[config.mk]
export PLATFORM = sky130hd
export DESIGN_NAME = dac_trigger_scheduler
export DESIGN_NICKNAME = d
export VERILOG_FILES = /design/src/rtl/dac_sched_pkg.sv /design/src/rtl/dac_trigger_channel.sv /design/src/rtl/dac_trigger_scheduler.sv
export SDC_FILE = /design/constraint.sdc
export NUM_CORES = 1
export LEC_CHECK = 0
export CORE_MARGIN = 2
export CORE_UTILIZATION = 37
export DETAILED_ROUTE_END_ITERATION = 8
export SLEW_MARGIN = 5
export SYNTH_ARGS = -nofsm -noshare
export SYNTH_HDL_FRONTEND = slang
export SYNTH_SLANG_ARGS = --single-unit
export TNS_END_PERCENT = 5
[constraint.sdc]
create_clock -name dataclk -period 8.71 [get_ports dataclk]
set_input_delay 2.1775 -clock dataclk [delete_from_list [all_inputs] [get_ports dataclk]]
set_output_delay 2.1775 -clock dataclk [all_outputs]
set_load 0.05 [all_outputs]
[src/rtl/dac_sched_pkg.sv]
// Shared types and sizing for the DAC trigger scheduler.
package dac_sched_pkg;
  localparam int NUM_DAC   = 8;
  localparam int DAC_IDX_W = 3;
  localparam int WIDTH_W   = 16;

  typedef enum logic [1:0] {IDLE, ARMED, ACTIVE, HOLDOFF} dac_state_e;

  // Frame count to load at pulse start; width 0 behaves as width 1.
  function automatic logic [WIDTH_W-1:0] pulse_last(input logic [WIDTH_W-1:0] w);
    return (w == '0) ? '0 : w - WIDTH_W'(1);
  endfunction
endpackage

[src/rtl/dac_trigger_channel.sv]
// One DAC's trigger sequencer: armed on grant, pulses for N frames, then blanks.
module dac_trigger_channel
  import dac_sched_pkg::*;
#(
  parameter int HOLDOFF_FRAMES = 2
) (
  input  logic               dataclk,
  input  logic               reset,
  input  logic               enable,
  input  logic               frame_tick,
  input  logic               grant,
  input  logic               abort,
  input  logic [WIDTH_W-1:0] width,
  output logic               idle,
  output logic               trig_value,
  output logic               trig_bypass,
  output logic               busy
);
  localparam logic [WIDTH_W-1:0] HOLD_LAST =
    WIDTH_W'(HOLDOFF_FRAMES > 0 ? HOLDOFF_FRAMES - 1 : 0);

  dac_state_e         state, state_nxt;
  logic [WIDTH_W-1:0] cnt, cnt_nxt, last, last_nxt;
  logic               kill;

  assign kill = !enable || abort;
  assign idle = (state == IDLE);

  always_comb begin
    state_nxt = state;
    cnt_nxt   = cnt;
    last_nxt  = last;
    if (kill) begin
      state_nxt = IDLE;
    end else begin
      case (state)
        IDLE: if (grant) begin
          state_nxt = ARMED;
          last_nxt  = pulse_last(width);
        end
        ARMED: if (frame_tick) begin
          state_nxt = ACTIVE;
          cnt_nxt   = last;
        end
        ACTIVE: if (frame_tick) begin
          if (cnt == '0) begin
            if (HOLDOFF_FRAMES == 0) state_nxt = IDLE;
            else begin
              state_nxt = HOLDOFF;
              cnt_nxt   = HOLD_LAST;
            end
          end else cnt_nxt = cnt - WIDTH_W'(1);
        end
        HOLDOFF: if (frame_tick) begin
          if (cnt == '0) state_nxt = IDLE;
          else cnt_nxt = cnt - WIDTH_W'(1);
        end
        default: state_nxt = IDLE;
      endcase
    end
  end

  // Outputs trail the state by a cycle, but abort/disable drop them at once.
  always_ff @(posedge dataclk) begin
    if (!reset) begin
      state       <= IDLE;
      cnt         <= '0;
      last        <= '0;
      trig_value  <= 1'b0;
      trig_bypass <= 1'b0;
      busy        <= 1'b0;
    end else begin
      state       <= state_nxt;
      cnt         <= cnt_nxt;
      last        <= last_nxt;
      trig_value  <= !kill && (state == ACTIVE);
      trig_bypass <= !kill && (state == ACTIVE || state == HOLDOFF);
      busy        <= !kill && (state != IDLE);
    end
  end
endmodule

[src/rtl/dac_trigger_scheduler.sv]
// Round-robin sharing of the eight DAC trigger-bypass paths among NUM_REQ requesters.
module dac_trigger_scheduler
  import dac_sched_pkg::*;
#(
  parameter int NUM_REQ        = 4,
  parameter int FRAME_STATE    = 99,
  parameter int HOLDOFF_FRAMES = 2
) (
  input  logic                         dataclk,
  input  logic                         reset,
  input  logic                         enable,
  input  logic [31:0]                  main_state,
  input  logic [5:0]                   channel,
  input  logic [NUM_REQ-1:0]           req_valid,
  output logic [NUM_REQ-1:0]           req_ready,
  input  logic [DAC_IDX_W*NUM_REQ-1:0] req_dac,
  input  logic [WIDTH_W*NUM_REQ-1:0]   req_width,
  input  logic [NUM_DAC-1:0]           dac_abort,
  output logic [NUM_DAC-1:0]           Trigger_value,
  output logic [NUM_DAC-1:0]           Trigger_bypass,
  output logic [NUM_DAC-1:0]           dac_busy,
  output logic                         frame_tick
);
  localparam int PTR_W = $clog2(NUM_REQ);

  logic [NUM_REQ-1:0][DAC_IDX_W-1:0] dac_sel;
  logic [NUM_REQ-1:0][WIDTH_W-1:0]   wid_sel;
  logic [NUM_REQ-1:0]                elig;
  logic [NUM_DAC-1:0]                idle, grant;
  logic [WIDTH_W-1:0]                grant_width;
  logic [PTR_W-1:0]                  ptr, ptr_nxt, idx;
  logic [PTR_W:0]                    sum;
  logic                              found;

  assign dac_sel = req_dac;
  assign wid_sel = req_width;

  always_comb begin
    elig = '0;
    for (int i = 0; i < NUM_REQ; i++)
      elig[i] = reset && enable && req_valid[i] && idle[dac_sel[i]] && !dac_abort[dac_sel[i]];
  end

  // First eligible requester at or after ptr, wrapping.
  always_comb begin
    req_ready = '0;
    ptr_nxt   = ptr;
    found     = 1'b0;
    sum       = '0;
    idx       = '0;
    for (int k = 0; k < NUM_REQ; k++) begin
      sum = {1'b0, ptr} + (PTR_W+1)'(k);
      if (sum >= (PTR_W+1)'(NUM_REQ)) sum = sum - (PTR_W+1)'(NUM_REQ);
      idx = sum[PTR_W-1:0];
      if (!found && elig[idx]) begin
        found          = 1'b1;
        req_ready[idx] = 1'b1;
        ptr_nxt        = (idx == PTR_W'(NUM_REQ - 1)) ? '0 : idx + PTR_W'(1);
      end
    end
  end

  // Only one grant per cycle, so a single width bus serves every channel.
  always_comb begin
    grant       = '0;
    grant_width = '0;
    for (int i = 0; i < NUM_REQ; i++)
      if (req_ready[i]) begin
        grant[dac_sel[i]] = 1'b1;
        grant_width       = wid_sel[i];
      end
  end

  always_ff @(posedge dataclk) begin
    if (!reset) begin
      ptr        <= '0;
      frame_tick <= 1'b0;
    end else begin
      ptr        <= ptr_nxt;
      frame_tick <= (main_state == 32'(FRAME_STATE)) && (channel == '0);
    end
  end

  for (genvar d = 0; d < NUM_DAC; d++) begin : g_dac
    dac_trigger_channel #(.HOLDOFF_FRAMES(HOLDOFF_FRAMES)) u_ch (
      .dataclk     (dataclk),
      .reset       (reset),
      .enable      (enable),
      .frame_tick  (frame_tick),
      .grant       (grant[d]),
      .abort       (dac_abort[d]),
      .width       (grant_width),
      .idle        (idle[d]),
      .trig_value  (Trigger_value[d]),
      .trig_bypass (Trigger_bypass[d]),
      .busy        (dac_busy[d])
    );
  end
endmodule
==> results.json <==
{
  "status": "finished, final reports clean",
  "worst_r2r_path_depth": 19,
  "ant_nets": 0,
  "hold_viol": 0,
  "drt_iter0_drc": 1381,
  "finalCritPeriodShare_pct": 92.2,
  "grt_pass1_wl_um": 88600,
  "clk_pin_slew_ns": 0.06,
  "critPathCaptureType": "output pin",
  "slew-limit-headroom_pct": 12.9,
  "drc_errors": 0,
  "crit_path_max_incr_delay_ns": 0.61,
  "synth_area_mm2": 0.0174,
  "clock_latency_ns": 0.56,
  "grt_overflow": 0,
  "yosys_most_used_dff": "dfxtp_1",
  "setup_violations": 0,
  "ctsHoldBuffers": 0,
  "via_per_inst": 5.71,
  "cts_tree": "yes",
  "intPower_uw": 3000,
  "leakage_uw": 0.00744,
  "coreArea_mm2": 0.0466,
  "required_ns": 6.53,
  "skew_ns": 0.0225,
  "syn_area_per_cell_um2": 7.90,
  "port_buffers": 157,
  "maxCapViolCount": 0,
  "peakVddDrop_uv": 244,
  "clock-root-buffer": "clkbuf_16",
  "die_area_mm2": 0.0489,
  "reg2reg_setup_slack_ns": 2.54,
  "antenna_found_initial": 5,
  "worst-path-buf-inv": 4,
  "seqPwrFrac_pct": 28.5,
  "slew_viol_final": 0,
  "nets": 2482,
  "synth_seq_cells": 299,
  "fin_util_pct": 44.5,
  "drtPass1Iterations": 6,
  "worst_ep_arrival_time_ns": 5.85,
  "worst_slew_pin_slew_ns": 1.30,
  "place_hpwl_um": 39900,
  "fin_area_mm2": 0.0207,
  "drive_above_1_share_pct": 7.43,
  "min_path_type": "reg2reg",
  "dpl_cell_area_mm2": 0.0194,
  "power_density_mw_per_mm2": 243,
  "ys_async_sr_fraction_pct": 0,
  "rsz0062_at_grt": "false",
  "grt_use_total_pct": 22.3,
  "period_needed_ns": 8.03,
  "clockPowerShare_pct": 32.9,
  "cp_common_cell": "buf_4",
  "cts_setup_buffers": 0,
  "cts-htree-levels": 2,
  "path_class": "in2out",
  "ys_seq_area_share_pct": 34.3,
  "synth_cell_type_count": 93,
  "wirelength_um": 56100,
  "crit_slowest_cell": "a221o_1",
  "whs_ns": 0.457,
  "post_cts_resized": 0,
  "timing.rr.end": "g_dac[5].u_ch.last[4]",
  "io_pins": 158,
  "cp-start-kind": "primary input",
  "syn_inst": 2208,
  "grt_pass1_vias": 15900,
  "grt_start_max_net_pins": 92,
  "max_freq_ghz": 0.125,
  "yosysWarnings": 0,
  "power.total_uw": 5040,
  "r2r_start": "g_dac[6].u_ch.state[0]",
  "initial_utilization_pct": 37.4,
  "num_rows": 79,
  "p_sw_uw": 2040,
  "die_h_um": 221,
  "fp.dieW_um": 221,
  "wire_per_inst_um": 19.2,
  "cp_cell_sequence": "clkdlybuf4s50_1, buf_4, or3b_2, a31oi_1, o211ai_1, o32a_4, or3_1, a21oi_2, a221o_1, buf_4, buf_12",
  "path_max_fanout": 16,
  "synth_edf_count": 0,
  "clockBufferDepth": 3,
  "gp_congestion": 0.931,
  "clock_sinks": 299,
  "cts_buffers": 36,
  "sw_frac_of_total_pct": 40.4,
  "crit_path_start": "dac_abort[0]",
  "crit_family": "compound AO/OA/AOI/OAI gates",
  "area_growth_pct": 18.8,
  "synthesis.nets": 2400,
  "path_depth": 11,
  "endpoint": "req_ready[2]",
  "p_comb_share_pct": 38.6,
  "tns_ns": 0,
  "dr_total_vias": 16700
}
## cell type report
cell class / count / area [um2]
Fill cell: 4600 / 25800
Multi-Input combinational cell: 1665 / 10400
Sequential cell: 299 / 5990
Timing Repair Buffer: 202 / 1930
Clock buffer: 43 / 998
Tap cell: 607 / 759
Inverter: 86 / 325
Clock inverter: 21 / 305
Antenna cell: 3 / 7.51
## cells in the mapped netlist, drive strengths merged (15+ instances only)
cell	number	area share [%]
o31ai	24	1.1
o21ai	217	6.4
a22oi	55	2.4
a21boi	41	1.8
clkbuf	112	2.4
buf	46	1.8
inv	86	1.9
nor4	36	1.4
nand3	94	2.7
nor2b	102	3.7
nand2b	26	0.98
nand2	213	4.6
mux2i	26	1.6
nor2	149	3.2
ha	63	4.5
a211oi	19	0.82
and2	51	1.8
xnor2	20	1.0
a221oi	25	1.7
dfxtp	299	34
nor3	105	3.0
nor3b	20	0.93
a21oi	131	3.9
o211a	15	0.86
o211ai	27	1.2
and3	25	0.90
## state kept, by name, indices dropped and copies added, names as in the netlist
register	flops
frame_tick	1
g_dac.u_ch.trig_value	8
g_dac.u_ch.cnt	128
g_dac.u_ch.busy	8
ptr	2
g_dac.u_ch.state	16
g_dac.u_ch.last	128
g_dac.u_ch.trig_bypass	8
## through the flow
step | instances | setup slack (ns)
floorplan | 2208 | 1.51
global placement | 2859 | 0.766
detailed placement | 2859 | 0.648
CTS | 2923 | 0.745
global route | 2924 | 0.451
finish | 2926 | 0.679
## cell usage in the layout (no fill, tap or decap), drive strengths merged, types with 55 or more instances in the layout
cell type and count:
o21ai 217, dfxtp 299, nor3 105, nor2 149
nand2 213, inv 88, ha 63, a21oi 131
a22oi 55, nor2b 102, nand3 94, clkdlybuf4s50 152
## cells by family (layout without fill, tap and decap cells)
| kind of cell | after synthesis | count (layout) | share of synthesized area [%] |
|---|---|---|---|
| DFF | 299 | 299 | 34.3 |
| AOI/OAI and AO/OA | 666 | 666 | 25.8 |
| xor gates and xnor gates | 25 | 25 | 1.30 |
| other | 0 | 3 | 0 |
| and+or+nand+nor | 877 | 877 | 25.7 |
| adders and majority gates | 63 | 63 | 4.52 |
| buffers and inverters | 244 | 352 | 6.09 |
| muxes | 34 | 34 | 2.25 |
## power by group through the flow
stage / clock (uW) / combinational [uW] / sequential (uW)
detailed placement: 0 / 1940 / 1460
floorplan: 0 / 1030 / 1450
global route: 1740 / 2060 / 1440
global placement: 0 / 1930 / 1460
CTS: 1690 / 1950 / 1430
finish: 1660 / 1950 / 1440
## worst min-delay path, stage by stage (launching register included)
cell and delay (ns):
dfxtp_1 0.31, nand3_1 0.06, nand2_1 0.05
## metal layers
metal / share of wire (%) / up-vias / global-route usage, %
li1: - / 8138 / -
met2: 46 / 452 / 36.6
met4: 3.3 / 4 / 7.88
met5: 0.046 / - / 0
met1: 45 / 7989 / 29.6
met3: 5.0 / 110 / 3.76
## how the worst min path moves through the flow
stage / start / end / slack (ns) / cells past startpoint
6_report: g_dac[3].u_ch.last[10] / g_dac[3].u_ch.last[10] / 0.46 / 2
5_1_grt: g_dac[5].u_ch.last[13] / g_dac[5].u_ch.last[13] / 0.47 / 2
3_3_place_gp: g_dac[3].u_ch.last[10] / g_dac[3].u_ch.last[10] / 0.45 / 2
2_1_floorplan: g_dac[3].u_ch.last[7] / g_dac[3].u_ch.last[7] / 0.43 / 2
3_5_place_dp: g_dac[3].u_ch.last[10] / g_dac[3].u_ch.last[10] / 0.45 / 2
4_1_cts: g_dac[3].u_ch.last[10] / g_dac[3].u_ch.last[10] / 0.46 / 2
No activity file was read; power rests on OpenSTA's default activity.
==> RTL edit, RTL diff (same settings) <==
The package constant `DAC_IDX_W` goes from 3 to 5.
--- a/src/rtl/dac_sched_pkg.sv
+++ b/src/rtl/dac_sched_pkg.sv
@@ -3,3 +3,3 @@
   localparam int NUM_DAC   = 8;
-  localparam int DAC_IDX_W = 3;
+  localparam int DAC_IDX_W = 5;
   localparam int WIDTH_W   = 16;
Ports: changed (resized req_dac); port bits go from 158 to 166. No check against the original RTL was run, so the function may have changed too.
==> RTL edit against the unedited design <==
Hold slack got worse by 2.1 ps; the run now ends with design-rule violations left; sequential cell count unchanged; synthesized area increased by 0.39%; setup slack worse by 130 ps; total power fell by 4.2%; register-to-register slack improved by 180 ps; global-route usage rose by 1.7 points; routed wire length is 8.2% higher; highest routed layer is now met4; critical endpoint unchanged; design area grew 1.2%; sequential power shrank 3%; utilization is 0.42 points higher.
==> RTL edit: results (changes against the unedited design) <==
{| class="wikitable"
! Metric !! Value
|-
| Run status || finished with violations
|-
| Violated checks || design-rule violations
|-
| Transition time at the pin with the least slew margin || 1220 ps (-81.48 ps)
|-
| Number of library cell types mapped by synthesis || 98 (+5.4%)
|-
| Crit-path slowest cell || sky130_fd_sc_hd__clkdlybuf4s50_1
|-
| Worst R2R Setup Slack || 2720 ps (+180 ps)
|-
| Post-synthesis net count || 2476 (+3.2%)
|-
| Startpoint of the most critical register-to-register path || g_dac[0].u_ch.state[0]
|-
| Via total after detailed routing || 17717 (+6.1%)
|-
| VDD IR max || 292.2 uV (+20%)
|-
| Number of global-route vias before repair || 16452 (+3.2%)
|-
| Fraction of final layout cells with drive strength greater than 1 || 8.257% (+0.83 points)
|-
| Worst R2R Path Depth || 19 (unchanged)
|-
| Fraction of area in clock buffers and inverters || 6.116% (-0.18 points)
|-
| Worst setup startpoint || req_dac[5]
|-
| WP data arrival || 5990 ps (+140 ps)
|-
| First-pass detailed-route iteration total || 7 (+1)
|-
| Overall routing resource usage || 24.06% (+1.7 points)
|-
| Main area contributors after synthesis || sky130_fd_sc_hd__dfxtp_1, sky130_fd_sc_hd__o21ai_0, sky130_fd_sc_hd__nor2_1, sky130_fd_sc_hd__a21oi_1, sky130_fd_sc_hd__nand2_1
|-
| Initial antenna violation count || 4 (-1)
|-
| Number of nets at the end of the flow || 2571 (+3.6%)
|-
| Grt met2 use || 37.71% (+1.1 points)
|-
| Number of signal-net inverters in the final layout || 77 (-10%)
|-
| Most frequent cells after synthesis || sky130_fd_sc_hd__dfxtp_1, sky130_fd_sc_hd__nor2_1, sky130_fd_sc_hd__nand2_1
|-
| Final GP Congestion || 0.9460 (+1.6%)
|-
| Cell at the root of the clock tree || sky130_fd_sc_hd__clkbuf_16
|-
| Pleak || 7.291 nW (-2.0%)
|-
| Estimated wirelength of the detail-placed design || 42.79 mm (+7.3%)
|-
| GR met3 Demand/Resource || 3.811% (+0.053 points)
|-
| Wire length of the first global-routing pass || 94.49 mm (+6.7%)
|-
| Sequential share of the synthesized area || 34.20% (-0.13 points)
|-
| Pin count of the biggest net entering global routing || 109 (+18%)
|-
| Number of violations reported at the end of detailed-routing iteration 0 || 1700 (+23%)
|-
| Post-route DRC || 4 (+4)
|-
| Worst R2R End || g_dac[2].u_ch.last[10]
|-
| Start point of the worst hold path || g_dac[2].u_ch.last[8]
|-
| Number of combinational gates with multiple inputs || 1730 (+3.9%)
|-
| Largest stage delay, worst path || 710 ps (+100 ps)
|-
| Number of buffer cells added on primary ports || 165 (+5.1%)
|-
| Multi-input gate share of total cell area || 50.06% (-0.17 points)
|-
| Critical path fanouts, max || 12 (-4)
|-
| Internal power consumption || 2.894 mW (-3.6%)
|-
| NonClk Buf Share || 10.19% (+0.89 points)
|-
| WL final || 60.69 mm (+8.2%)
|-
| Final-layout fill cell count || 4663 (+1.4%)
|-
| Clock buffer instance count of the final layout || 44 (+2.3%)
|}
==> RTL edit: cell count changes after synthesis, moves of 19 or more <==
cell / before / now
sky130_fd_sc_hd__and2_1: 50 / 9
sky130_fd_sc_hd__a21boi_0: 39 / 0
sky130_fd_sc_hd__nand4_1: 8 / 37
sky130_fd_sc_hd__o211ai_1: 27 / 46
sky130_fd_sc_hd__nor2_1: 149 / 246
sky130_fd_sc_hd__a21oi_1: 125 / 177
sky130_fd_sc_hd__nor2b_1: 102 / 21
==> RTL edit: layer usage <==
| layer | part of all wire, % | vias up |
|---|---|---|
| met5 | 0 | - |
| met4 | 3.5 | 0 |
| met3 | 7.5 | 109 |
| met2 | 44 | 668 |
| met1 | 45 | 8397 |
| li1 | - | 8543 |
==> RTL edit: cell families (layout without fill, tap and decap cells) <==
group | after synthesis | in the layout | share of synthesized area [%]
flops | 299 | 299 | 34.20
compound gates | 705 | 705 | 26.72
fa+ha+maj | 62 | 62 | 4.433
xor+xnor | 28 | 28 | 1.444
simple gates | 918 | 918 | 25.79
buf+inv | 248 | 369 | 6.270
other cells | 0 | 3 | 0
mux | 17 | 17 | 1.144
==> RTL edit: metrics by stage <==
step                      hold slack (ps)  cells  instance area (sq um)  power (mW)  setup WS, ps
after CTS                           456.2   3005                  20940       4.798         582.0
after global routing                474.0   3006                  20940       4.962         370.9
after detailed placement            448.0   2941                  19660       3.154         580.2
after floorplan                     432.0   2277                  17500       2.326          1788
final                               455.1   3008                  20950       4.826         545.9
after global placement              444.8   2941                  19660       3.146         657.6
==> RTL edit: power groups by stage <==
stage,registers [mW],clock network (mW),logic (mW)
global route,1.39,1.72,1.85
finish,1.39,1.64,1.80
CTS,1.39,1.67,1.74
detailed placement,1.42,0,1.73
floorplan,1.41,0,0.913
global placement,1.42,0,1.72
